### src/rtl/cache_fill_controller.sv
// Miss fill engine: picks a victim way, writes back a dirty victim, fetches the line and fills the set.
// Build with `define PLRU_EN for per-set tree pseudo-LRU; otherwise a global round-robin counter is used.
module cache_fill_controller #(
  parameter int ways      = 8,
  parameter int tagBits   = 10,
  parameter int indexBits = 6,
  parameter int dataBits  = 9
) (
  input  logic                          clock,
  input  logic                          resetN,
  input  logic                          missValid,
  output logic                          missReady,
  input  logic [tagBits-1:0]            missTag,
  input  logic [indexBits-1:0]          missIndex,
  input  logic [ways-1:0]               setValid,
  input  logic [ways-1:0]               setDirty,
  input  logic [tagBits*ways-1:0]       setTags,
  input  logic [dataBits*ways-1:0]      setData,
  input  logic                          hitValid,
  input  logic [indexBits-1:0]          hitIndex,
  input  logic [$clog2(ways)-1:0]       hitWay,
  output logic                          wbValid,
  input  logic                          wbReady,
  output logic [tagBits+indexBits-1:0]  wbAddr,
  output logic [dataBits-1:0]           wbData,
  output logic                          memReqValid,
  input  logic                          memReqReady,
  output logic [tagBits+indexBits-1:0]  memReqAddr,
  input  logic                          memRespValid,
  input  logic [dataBits-1:0]           memRespData,
  output logic                          arrayWe,
  output logic [indexBits-1:0]          arrayIndex,
  output logic [$clog2(ways)-1:0]       arrayWay,
  output logic [tagBits-1:0]            arrayTag,
  output logic [dataBits-1:0]           arrayData,
  output logic                          fillDone
);

  localparam int wayBits = $clog2(ways);
  localparam int sets    = 2 ** indexBits;

  typedef enum logic [2:0] {
    IDLE, SELECT, WRITEBACK, REQUEST, WAIT_RESP, WRITE, DONE
  } stateT;

  stateT                         r_state;
  logic [tagBits-1:0]            r_tag;
  logic [indexBits-1:0]          r_index;
  logic [ways-1:0]               r_setValid;
  logic [ways-1:0]               r_setDirty;
  logic [tagBits-1:0]            r_tagArr  [ways];
  logic [dataBits-1:0]           r_dataArr [ways];
  logic [wayBits-1:0]            r_victim;
  logic                          r_missReady;
  logic                          r_wbValid;
  logic [tagBits+indexBits-1:0]  r_wbAddr;
  logic [dataBits-1:0]           r_wbData;
  logic                          r_memReqValid;
  logic [tagBits+indexBits-1:0]  r_memReqAddr;
  logic                          r_arrayWe;
  logic [indexBits-1:0]          r_arrayIndex;
  logic [wayBits-1:0]            r_arrayWay;
  logic [tagBits-1:0]            r_arrayTag;
  logic [dataBits-1:0]           r_arrayData;
  logic                          r_fillDone;

  logic                          w_freeFound;
  logic [wayBits-1:0]            w_freeWay;
  logic [wayBits-1:0]            w_policyWay;
  logic [wayBits-1:0]            w_victim;
  logic                          w_victimDirty;

  // Descending scan so the lowest-numbered invalid way wins.
  always_comb begin
    w_freeFound = 1'b0;
    w_freeWay   = '0;
    for (int w = ways - 1; w >= 0; w--) begin
      if (!r_setValid[w]) begin
        w_freeFound = 1'b1;
        w_freeWay   = wayBits'(w);
      end
    end
  end

  assign w_victim      = w_freeFound ? w_freeWay : w_policyWay;
  assign w_victimDirty = r_setValid[w_victim] & r_setDirty[w_victim];

`ifdef PLRU_EN
  // Heap-ordered tree, root at bit 0; a node bit of 1 steers the victim search right.
  logic [ways-2:0] r_plru [sets];
  logic [ways-2:0] w_hitTree;
  logic [ways-2:0] w_fillBase;
  logic [ways-2:0] w_fillTree;

  function automatic logic [wayBits-1:0] plruVictim(input logic [ways-2:0] tree);
    logic [wayBits-1:0] node;
    logic [wayBits-1:0] way;
    node = '0;
    way  = '0;
    for (int lvl = 0; lvl < wayBits; lvl++) begin
      way[wayBits-1-lvl] = tree[node];
      node = (node << 1) + wayBits'(1) + wayBits'(tree[node]);
    end
    return way;
  endfunction

  function automatic logic [ways-2:0] plruTouch(input logic [ways-2:0] tree,
                                                input logic [wayBits-1:0] way);
    logic [ways-2:0]    next;
    logic [wayBits-1:0] node;
    logic               dir;
    next = tree;
    node = '0;
    for (int lvl = 0; lvl < wayBits; lvl++) begin
      dir        = way[wayBits-1-lvl];
      next[node] = ~dir;
      node       = (node << 1) + wayBits'(1) + wayBits'(dir);
    end
    return next;
  endfunction

  // A same-cycle hit to the fill's set is folded in before the fill's own touch.
  always_comb begin
    w_hitTree  = plruTouch(r_plru[hitIndex], hitWay);
    w_fillBase = (hitValid && (hitIndex == r_index)) ? w_hitTree : r_plru[r_index];
    w_fillTree = plruTouch(w_fillBase, r_victim);
  end

  always_ff @(posedge clock or negedge resetN) begin
    if (!resetN) begin
      for (int s = 0; s < sets; s++) r_plru[s] <= '0;
    end else begin
      if (hitValid) r_plru[hitIndex] <= w_hitTree;
      if (r_state == WRITE) r_plru[r_index] <= w_fillTree;
    end
  end

  assign w_policyWay = plruVictim(r_plru[r_index]);
`else
  logic [wayBits-1:0] r_rrCount;
  logic               w_unusedHit;

  always_ff @(posedge clock or negedge resetN) begin
    if (!resetN) r_rrCount <= '0;
    else if (r_state == WRITE) r_rrCount <= r_rrCount + 1'b1;
  end

  assign w_policyWay = r_rrCount;
  assign w_unusedHit = ^{hitValid, hitIndex, hitWay};
`endif

  always_ff @(posedge clock or negedge resetN) begin
    if (!resetN) begin
      r_state       <= IDLE;
      r_tag         <= '0;
      r_index       <= '0;
      r_setValid    <= '0;
      r_setDirty    <= '0;
      r_victim      <= '0;
      r_missReady   <= 1'b1;
      r_wbValid     <= 1'b0;
      r_wbAddr      <= '0;
      r_wbData      <= '0;
      r_memReqValid <= 1'b0;
      r_memReqAddr  <= '0;
      r_arrayWe     <= 1'b0;
      r_arrayIndex  <= '0;
      r_arrayWay    <= '0;
      r_arrayTag    <= '0;
      r_arrayData   <= '0;
      r_fillDone    <= 1'b0;
      for (int w = 0; w < ways; w++) begin
        r_tagArr[w]  <= '0;
        r_dataArr[w] <= '0;
      end
    end else begin
      case (r_state)
        IDLE: begin
          if (missValid) begin
            r_tag       <= missTag;
            r_index     <= missIndex;
            r_setValid  <= setValid;
            r_setDirty  <= setDirty;
            for (int w = 0; w < ways; w++) begin
              r_tagArr[w]  <= setTags[w*tagBits +: tagBits];
              r_dataArr[w] <= setData[w*dataBits +: dataBits];
            end
            r_missReady <= 1'b0;
            r_state     <= SELECT;
          end
        end
        SELECT: begin
          r_victim <= w_victim;
          if (w_victimDirty) begin
            r_wbValid <= 1'b1;
            r_wbAddr  <= {r_tagArr[w_victim], r_index};
            r_wbData  <= r_dataArr[w_victim];
            r_state   <= WRITEBACK;
          end else begin
            r_memReqValid <= 1'b1;
            r_memReqAddr  <= {r_tag, r_index};
            r_state       <= REQUEST;
          end
        end
        WRITEBACK: begin
          if (wbReady) begin
            r_wbValid     <= 1'b0;
            r_memReqValid <= 1'b1;
            r_memReqAddr  <= {r_tag, r_index};
            r_state       <= REQUEST;
          end
        end
        REQUEST: begin
          if (memReqReady) begin
            r_memReqValid <= 1'b0;
            r_state       <= WAIT_RESP;
          end
        end
        WAIT_RESP: begin
          if (memRespValid) begin
            r_arrayWe    <= 1'b1;
            r_arrayIndex <= r_index;
            r_arrayWay   <= r_victim;
            r_arrayTag   <= r_tag;
            r_arrayData  <= memRespData;
            r_state      <= WRITE;
          end
        end
        WRITE: begin
          r_arrayWe  <= 1'b0;
          r_fillDone <= 1'b1;
          r_state    <= DONE;
        end
        DONE: begin
          r_fillDone  <= 1'b0;
          r_missReady <= 1'b1;
          r_state     <= IDLE;
        end
        default: r_state <= IDLE;
      endcase
    end
  end

  assign missReady   = r_missReady;
  assign wbValid     = r_wbValid;
  assign wbAddr      = r_wbAddr;
  assign wbData      = r_wbData;
  assign memReqValid = r_memReqValid;
  assign memReqAddr  = r_memReqAddr;
  assign arrayWe     = r_arrayWe;
  assign arrayIndex  = r_arrayIndex;
  assign arrayWay    = r_arrayWay;
  assign arrayTag    = r_arrayTag;
  assign arrayData   = r_arrayData;
  assign fillDone    = r_fillDone;

endmodule
### config.mk
export PLATFORM = sky130hd
export DESIGN_NAME = cache_fill_controller
export DESIGN_NICKNAME = d
export VERILOG_FILES = /design/src/rtl/cache_fill_controller.sv
export SDC_FILE = /design/constraint.sdc
export NUM_CORES = 1
export LEC_CHECK = 0
export ABC_AREA = 1
export ABC_CLOCK_PERIOD_IN_PS = 2450
export CORE_ASPECT_RATIO = 1.75
export CORE_MARGIN = 5
export CORE_UTILIZATION = 45
export CTS_CLUSTER_DIAMETER = 40
export DETAILED_ROUTE_END_ITERATION = 12
export GPL_TIMING_DRIVEN = 0
export PLACE_DENSITY = 0.74
export SKIP_CTS_REPAIR_TIMING = 1
export SYNTH_ARGS = -nofsm -noshare
export SYNTH_HDL_FRONTEND = slang
export SYNTH_SLANG_ARGS = --single-unit
### constraint.sdc
create_clock -name clock -period 2.45 [get_ports clock]
set_input_delay 0.49 -clock clock [delete_from_list [all_inputs] [get_ports clock]]
set_output_delay 0.49 -clock clock [all_outputs]
set_load 0.1 [all_outputs]
* After elaboration in Yosys (flattened, before gate mapping)
Index checks and enable logic that the tools add are counted.
** Storage, ports and cells
- Register bits after elaboration :: 267
- Input bits :: 209
- Output and inout port bits :: 74
** Cells by class
- Add/subtract/negate cells :: 1
- $lt $le $gt $ge :: 2
- Eq/ne operators :: 12
- Mux-type cells :: 48
- Bitwise gates (word level) :: 2
- Reductions and logical operators :: 15
** Operators by type and width (number)
- 3-bit two-way mux :: 13
- 16-bit two-way mux :: 2
- 16-bit case mux with 2 select lines :: 1
- 10-bit binary-select mux with 3-bit select :: 1
- 9-bit binary-select mux with 3-bit select :: 1
- 10-bit two-way mux :: 2
- 1-bit two-way mux :: 18
- 9-bit two-way mux :: 2
- 3-bit case mux with 6 select lines :: 1
- 2-bit != test (second input constant) :: 6
- 2-bit AND reduction :: 5
- 3-bit == test (second input constant) :: 3
- 1-bit case mux with 2 select lines :: 4
- 4-bit AND reduction :: 2
- 2-bit nonzero test :: 4
- 1-bit binary-select mux with 3-bit select :: 2
- 3-bit by 2-bit == test with 1-bit output (second input constant) :: 2
- 3-bit AND reduction :: 2
- 4-bit >= comparator (second input constant) :: 1
- 3-bit by 4-bit less-than comparator with 1-bit output (second input constant) :: 1
- 3-bit inverter with 4-bit output :: 1
- 3-bit by 1-bit adder with 3-bit output (second input constant) :: 1
- 3-bit by 1-bit == test with 1-bit output (second input constant) :: 1
- 3-bit logical NOT :: 1
- other kinds (3) :: 3

* Depth between registers and ports, before layout
Gate-level depths: netlist of the first run.
- Word-level depth :: 14
- Gate-level depth with buffers :: 20

* Worst setup path after synthesis of the first run
Ideal clock, no wire load.
- Path type :: reg-to-reg
- From :: register r_setValid[7]
- To :: register r_memReqAddr[12], in the netlist memReqAddr[12]
- Library setup time :: 0.125 ns
- Data arrival time :: 1.680 ns
- Required time :: 2.325 ns
- Setup slack :: 0.645 ns
- Stages on the path, launching flop included :: 19
- Buffers on the path :: 2
- Period minus slack after synthesis :: 1.805 ns
- Cells stage by stage :: dfrtp_1 inv_1 nand2_1 nand2_1 nand2_1 nand2_1 nand2_1 nand2_1 nand2_2 nand2_2 buf_6 nand2_1 nand3_1 nand3_2 nand3_4 nand2_4 buf_4 nand2_1 o21ai_1
** Between the ends
- Longest elaborated chain between the ends :: 14
** RTL lines
- from (decl) :: RTL line 49 : logic [ways-1:0] r_setValid;
- from (signal assigned) :: RTL line 182 : r_setValid <= setValid;
- 3-bit two-way mux / 1-bit two-way mux (equally long branches) (8 in a row) :: RTL line 78 : if (!r_setValid[w]) begin
- 3-bit two-way mux :: RTL line 85 : assign w_victim = w_freeFound ? w_freeWay : w_policyWay;
- 1-bit binary-select mux with 3-bit select :: RTL line 86 : assign w_victimDirty = r_setValid[w_victim] & r_setDirty[w_victim];
- 1-bit two-way mux (not written as such) :: RTL line 86
- 1-bit bitwise AND * :: RTL line 86
- 2-bit != test (no line) *
- 3-bit AND reduction (no line) *
- to (signal assigned) :: RTL line 201 : r_memReqAddr <= {r_tag, r_index};
- to (signal assigned) :: RTL line 209 : r_memReqAddr <= {r_tag, r_index};
- to (decl) :: RTL line 59 : logic [tagBits+indexBits-1:0] r_memReqAddr;
Every way passes the cells marked *; elsewhere a longest branch is shown, timed or not. The select of a mux whose other input is x is not followed.
A chain may end at the register's enable or synchronous reset.

* Final worst setup path of the first run
- From :: register r_setValid[0]
- To :: register r_wbAddr[8], in the netlist wbAddr[8]
** Between the ends
- Longest elaborated chain between the ends :: 6
** RTL lines
- 3-bit two-way mux / 1-bit two-way mux (equally long branches) :: RTL line 78
- 3-bit two-way mux :: RTL line 85
- 1-bit binary-select mux with 3-bit select / 3-bit inverter with 4-bit output (equally long branches) :: RTL line 86, 196
- 1-bit two-way mux (not written as such) / 10-bit binary-select mux with 3-bit select (equally long branches) :: RTL line 86, 196
- 1-bit bitwise AND / 10-bit two-way mux (equally long branches) :: RTL line 86, 196
- 2-bit AND reduction (no line) / 10-bit two-way mux (equally long branches)
- to (signal assigned) :: RTL line 196 : r_wbAddr <= {r_tagArr[w_victim], r_index};
- to (decl) :: RTL line 56 : logic [tagBits+indexBits-1:0] r_wbAddr;
Several ways; a longest one is shown, not always the timed one. The select of a mux whose other input is x is not followed.

==> results of run 1 <==
==> metrics by stage <==
stage          setup TNS, ns  power (W)  cell area [um2]  instances
2_1_floorplan              0     0.0153            11500       1356
3_3_place_gp        -2795.41     0.0186            14600       1944
3_5_place_dp          -56.90     0.0189            14700       1946
4_1_cts               -15.34     0.0232            15600       1994
5_1_grt                    0     0.0245            15900       1995
6_report                   0     0.0232            15900       1995
==> critical path, delay by kind of cell (launching register included) <==
family / cells / cell delay [ns]
AO/OA/AOI/OAI: 1 / 0.25
buffers and inverters: 3 / 0.91
flip-flops: 1 / 0.44
AND/OR/NAND/NOR: 6 / 0.57
==> power by group through the flow <==
| stage | Combinational, W | Clock, W | Sequential, W |
|---|---|---|---|
| final | 0.0114 | 0.00429 | 0.00749 |
| after global routing | 0.0123 | 0.00450 | 0.00769 |
| after floorplan | 0.00426 | 0 | 0.0110 |
| after global placement | 0.0111 | 0 | 0.00750 |
| after detailed placement | 0.0113 | 0 | 0.00754 |
| after CTS | 0.0114 | 0.00433 | 0.00748 |
==> kinds of logic after synthesis <==
kind of cell	synth area share, %
AND/OR/NAND/NOR	21.3
flip-flops	58.0
AO/OA/AOI/OAI	12.7
buffers and inverters	6.73
multiplexers	0.978
XOR/XNOR	0.152
adder cells (fa/ha/maj)	0.109
==> how the worst max path moves through the flow <==
| stage | start | end | slack [ns] |
|---|---|---|---|
| 2_1_floorplan | r_setValid[7] | memReqAddr[12] | 0.64 |
| 3_3_place_gp | resetN | arrayTag[7] | -10.33 |
| 3_5_place_dp | missValid | r_dataArr[30] | -0.45 |
| 4_1_cts | missReady | missReady | -0.26 |
| 5_1_grt | r_setValid[7] | wbAddr[10] | 0.007 |
| 6_report | r_setValid[0] | wbAddr[8] | 0.15 |
==> flip-flops by register name, indices dropped and copies added (netlist names), 3 cells and up <==
register / cells
arrayIndex: 6
arrayData: 9
r_dataArr: 72
arrayWay: 3
r_rrCount: 3
wbAddr: 16
arrayTag: 10
r_index: 6
r_setValid: 8
r_victim: 3
r_tagArr: 80
r_state: 3
memReqAddr: 16
r_setDirty: 8
wbData: 9
r_tag: 10
==> layout by cell type (no fill, tap or decap), drive strengths merged <==
cell | synthesis | final
a21oi | 21 | 21
ha | 1 | 1
nor3 | 1 | 1
nor2 | 14 | 14
o221a | 1 | 1
a31oi | 1 | 1
dfrtp | 266 | 266
clkinv | 0 | 10
clkinvlp | 0 | 1
nand2 | 558 | 558
o211ai | 38 | 38
buf | 24 | 28
dlygate4sd3 | 0 | 1
o21bai | 1 | 1
nand4 | 3 | 3
clkdlybuf4s50 | 0 | 197
o21ai | 176 | 176
xnor2 | 1 | 1
inv | 112 | 114
o221ai | 19 | 19
nand3 | 48 | 48
mux2 | 10 | 10
clkbuf | 59 | 90
dfstp | 1 | 1
xor2 | 1 | 1
dlymetal6s2s | 0 | 74
bufinv | 0 | 3
==> metal layers <==
metal	track usage, %	part of all wire (%)	wire length, um	vias to the layer above
li1	-	-	-	4946
met3	3.57	6.5	2490	98
met1	30.1	36	13800	4983
met4	11.2	4.4	1680	0
met2	47.0	53	20100	430
met5	0	0	0	-
==> layout make-up <==
cell class	count	share of cell area, %
clock inverters	16	1.23
well taps	316	2.49
multi-input cells	894	25.6
clock buffers	32	4.57
flip-flops and latches	267	42.1
repair buffers	275	18.8
inverters	112	2.67
plain buffers	83	2.51
==> out/metrics.yaml, run 1 <==
power:
  p_sw_w: 0.0112
  p_int_w: 0.0120
  peakVddDrop_uv: 657
  p_leak_nw: 8.36
  p_sw_share_pct: 48.4
  powerDensity_nw_per_um2: 1460
  seqPwrFrac_pct: 32.3
  combPwrFrac_pct: 49.2
  pwr-share-clk_pct: 18.5
timing:
  max_freq_ghz: 0.435
  fin_skew_ns: 0.0118
  slew_viol_final: 0
  fin_crit_ns: 2.30
  rsz0062_at_grt: "false"
  hold_violations: 0
  fin_crit_sh_pct: 93.8
  hold_slack_ns: 0.469
  setup_ws_ns: 0.151
  slew_headroom_pct: 30.0
  max_slew.worst_pin.slew_ns: 1.05
  setup_viol: 0
synthesis:
  syn_area_um2: 11500
  yosys-top-cells-count: "nand2_1, dfrtp_1, o21ai_0"
  yosysUniqueCellTypes: 32
  synth-seq-area-share_pct: 58.0
  synth_edf_count: 0
  yosys_warnings: 0
  synthesis.nets: 1566
  async_flop_share_pct: 100
  synth_most_common_cell: "nand2_1"
  synthFlopType: "dfrtp_1"
  synth_area_leaders: "dfrtp_1, nand2_1, o21ai_0"
  yosysTopAreaCell: "dfrtp_1"
  synth_area_per_cell_um2: 8.49
  netlist.area_leader.share_pct: 57.8
  yosys_register_bits: 267
  synthCells: 1356
drt:
  drt_iter0_markers: 820
  via_per_inst: 5.24
  avgRoutedWirePerCell_um: 19.1
  wirelength_um: 38100
  drt_pass1_iterations: 5
  ant_nets: 0
  vias: 10500
  route.detailed.drc: 0
setup_path:
  reg2reg_depth: 10
  endpoint_kind: "flop"
  reg2reg_slack_ns: 0.15
  path_common_cell: "nand2_1"
  worstSetupPathType: "flop to flop"
  critPathLaunchType: "flop"
  worstReg2RegStart: "r_setValid[0]"
  cp_data_required_time_ns: 2.88
  critical-path-slowest-cell: "buf_1"
  rr_endpoint: "wbAddr[8]"
  critPathMaxFanout: 10
  path_cells: "nand4_1 -> nor2_2 -> nand2_1 -> nand2_1 -> inv_2 -> clkbuf_2 -> buf_1 -> o221ai_1 -> nand3_1 -> nand2_1"
  max_stage_delay_ns: 0.48
  cp_data_arrival_time_ns: 2.73
clock_network:
  h-tree-depth: 1
  cts_root_buffer: "clkbuf_16"
  cts_tree: "yes"
  clk_latency_ns: 0.55
  clkSinkCount: 267
  cts_buffer_depth: 3
  clk_pin_slew_worst_paths_ns: 0.06
  cts_made_buffers: 27
global_route:
  grt_max_degree: 107
  grt_pass1_wl_um: 58100
  antenna_found_initial: 0
  grt_overflow: 0
  first_global_vias: 10700
  grt_use_total_pct: 26.0
layout:
  syn_to_final_growth_pct: 37.8
  nets: 1870
  regArea_um2: 6680
  postLayoutCoreUtil_pct: 62.9
  multi_input_area_um2: 4070
  drive_gt1_share_pct: 6.43
  n_fill_cell: 2169
  diodes: 0
min_path:
  min_from: "missReady"
  hold_end: "missReady"
  hp-class: "flop to flop"
  min_path_cells: 2
floorplan:
  die_area_um2: 29000
  die_h_um: 222
  rows: 77
  io_pins: 283
  core_um2: 25200
  start_util_pct: 45.6
  die_x_um: 131
placement:
  place_ws_ns: -0.453
  place.gp.congestion: 0.845
  numPortBuffers: 272
  hpwl_um: 28100
job:
  cap_violations: 0
status:
  status: "finished, final reports clean"
Note: power is estimated with default switching activity, not from simulation.
==> inputs of run 2 (changes only) <==
--- a/config.mk
+++ b/config.mk
@@ -8,7 +8,6 @@
 export ABC_AREA = 1
 export ABC_CLOCK_PERIOD_IN_PS = 2450
 export CORE_ASPECT_RATIO = 1.75
-export CORE_MARGIN = 5
 export CORE_UTILIZATION = 45
 export CTS_CLUSTER_DIAMETER = 40
 export DETAILED_ROUTE_END_ITERATION = 12
==> out/metrics.yaml, run 2 (synthesis results as in run 1) <==
floorplan:
  die_area_um2: 26300  # -9.5%
  die_x_um: 123  # -6.1%
  start_util_pct: 45.6  # unchanged
  core_um2: 25200  # unchanged
  rows: 77  # unchanged
  io_pins: 283  # unchanged
  die_h_um: 214  # -3.6%
clock_network:
  cts_root_buffer: "clkbuf_16"
  cts_made_buffers: 25  # -7.4%
  cts_tree: "yes"
  h-tree-depth: 1  # unchanged
  clk_latency_ns: 0.54  # about the same
  clkSinkCount: 267  # unchanged
  clk_pin_slew_worst_paths_ns: 0.07  # about the same
  cts_buffer_depth: 3  # unchanged
power:
  peakVddDrop_uv: 797  # +21%
  p_leak_nw: 8.34  # -0.25%
  powerDensity_nw_per_um2: 1450  # -0.56%
  power_w: 0.0230  # -1.0%
placement:
  place_ws_ns: -0.544  # -0.0901 ns
  place_inst: 1946  # unchanged
  numPortBuffers: 272  # unchanged
  place.gp.congestion: 0.883  # +4.5%
  hpwl_um: 27100  # -3.6%
layout:
  drive_gt1_share_pct: 6.50  # +0.067 points
  final_common_cell: "nand2_1"
  reg.largest.list: "r_tagArr: 80 flops, r_dataArr: 72 flops"
  nets: 1868  # -0.11%
  layout_common_cells: "nand2_1, dfrtp_1, clkdlybuf4s50_1"
  syn_to_final_growth_pct: 37.2
  diodes: 0  # unchanged
  finalNonFillerCells: 1993  # -0.10%
  largest_register: "r_tagArr"
  largest_reg_flops: 80  # unchanged
  n_fill_cell: 2239  # +3.2%
drt:
  route.detailed.drc: 0  # unchanged
  drt_iter0_markers: 597  # -27%
  drt_pass1_iterations: 5  # unchanged
  vias: 10400  # -0.27%
  ant_nets: 0  # unchanged
  via_per_inst: 5.23  # -0.17%
  wirelength_um: 36800  # -3.4%
  avgRoutedWirePerCell_um: 18.5  # -3.3%
timing:
  fin_skew_ns: 0.0192  # +0.00744 ns
  fin_crit_sh_pct: 93.8  # about the same
  max_freq_ghz: 0.435  # about the same
  slew_headroom_pct: 31.6  # +1.6 points
  setup_ws_ns: 0.151  # -0.000302 ns
  slew_viol_final: 0  # unchanged
  setup_viol: 0  # unchanged
  setup_tns_ns: 0  # unchanged
  hold_violations: 0  # unchanged
  fin_crit_ns: 2.30  # +0.000302 ns
  max_slew.worst_pin.slew_ns: 1.02  # -0.0239 ns
setup_path:
  endpoint_kind: "flop"
  critPathBufInv: 3  # unchanged
  cp_data_arrival_time_ns: 2.73  # about the same
  critPathMaxFanout: 10  # unchanged
  max_stage_delay_ns: 0.52  # +0.04 ns
  path_cells: "nand4_1 -> nor2_2 -> nand2_1 -> nand2_1 -> inv_2 -> clkbuf_2 -> clkbuf_1 -> o221ai_1 -> nand3_1 -> nand2_1"
  critPathLaunchType: "flop"
  cp_data_required_time_ns: 2.88  # about the same
  critical-path-slowest-cell: "clkbuf_1"
  path_common_cell: "nand2_1"
  path_delay_family: "buffers and inverters"
  worstSetupPathType: "flop to flop"
job:
  cap_violations: 0  # unchanged
min_path:
  hp-class: "primary input to asynchronous set/reset pin"
global_route:
  grt_use_total_pct: 28.5  # +2.4 points
  grt_max_degree: 111  # +3.7%
  antenna_found_initial: 0  # unchanged
  grt_overflow: 0  # unchanged
  first_global_vias: 10700  # -0.20%
  grt_pass1_wl_um: 56200  # -3.4%
status:
  status: "finished, final reports clean"
## run 2: metrics by stage
step / area, um2 / util [%] / hold slack [ns]
CTS: 15600 / 61.6 / -0.129
global placement: 14600 / 58.0 / 0.450
finish: 15800 / 62.6 / 0.453
floorplan: 11500 / - / 0.194
global route: 15800 / 62.6 / 0.487
detailed placement: 14700 / 58.2 / 0.425
## run 2: power breakdown
group | leakage [nW] | switching [W] | internal [W]
clock network | 0.423 | 0.00173 | 0.00240
logic | 4.58 | 0.00829 | 0.00303
registers | 3.33 | 0.00105 | 0.00646
## run 2: layer usage
| layer | vias up | routed length [um] | global-route usage, % |
|---|---|---|---|
| li1 | 4946 | - | - |
| met1 | 4953 | 13500 | 32.5 |
| met2 | 422 | 19100 | 51.1 |
| met3 | 108 | 2150 | 3.19 |
| met4 | 0 | 2030 | 15.6 |
| met5 | - | 0 | 0 |
## run 2: path summary, 6_finish.rpt
check                              start         to  slack, ns  depth (start not counted)
setup / recovery           r_setValid[2]  wbData[1]       0.15                         10
hold / removal                    resetN  wbAddr[6]       0.45                          2
setup reg to reg           r_setValid[2]  wbData[1]       0.15                         10
hold reg to reg                missReady  missReady       0.46                          2
max in group asynchronous         resetN   r_tag[5]       0.65                          4
min in group clock             missReady  missReady       0.46                          2
## run 2: area by class of cell
cell class,count,area [um2],share of cell area [%]
buffer,83,388,2.46
clock buffer,31,678,4.29
clock inverter,15,190,1.20
inverter,112,423,2.68
multi-input combinational,894,4060,25.7
sequential,267,6680,42.3
tap,316,395,2.50
timing repair buffer,275,2980,18.9
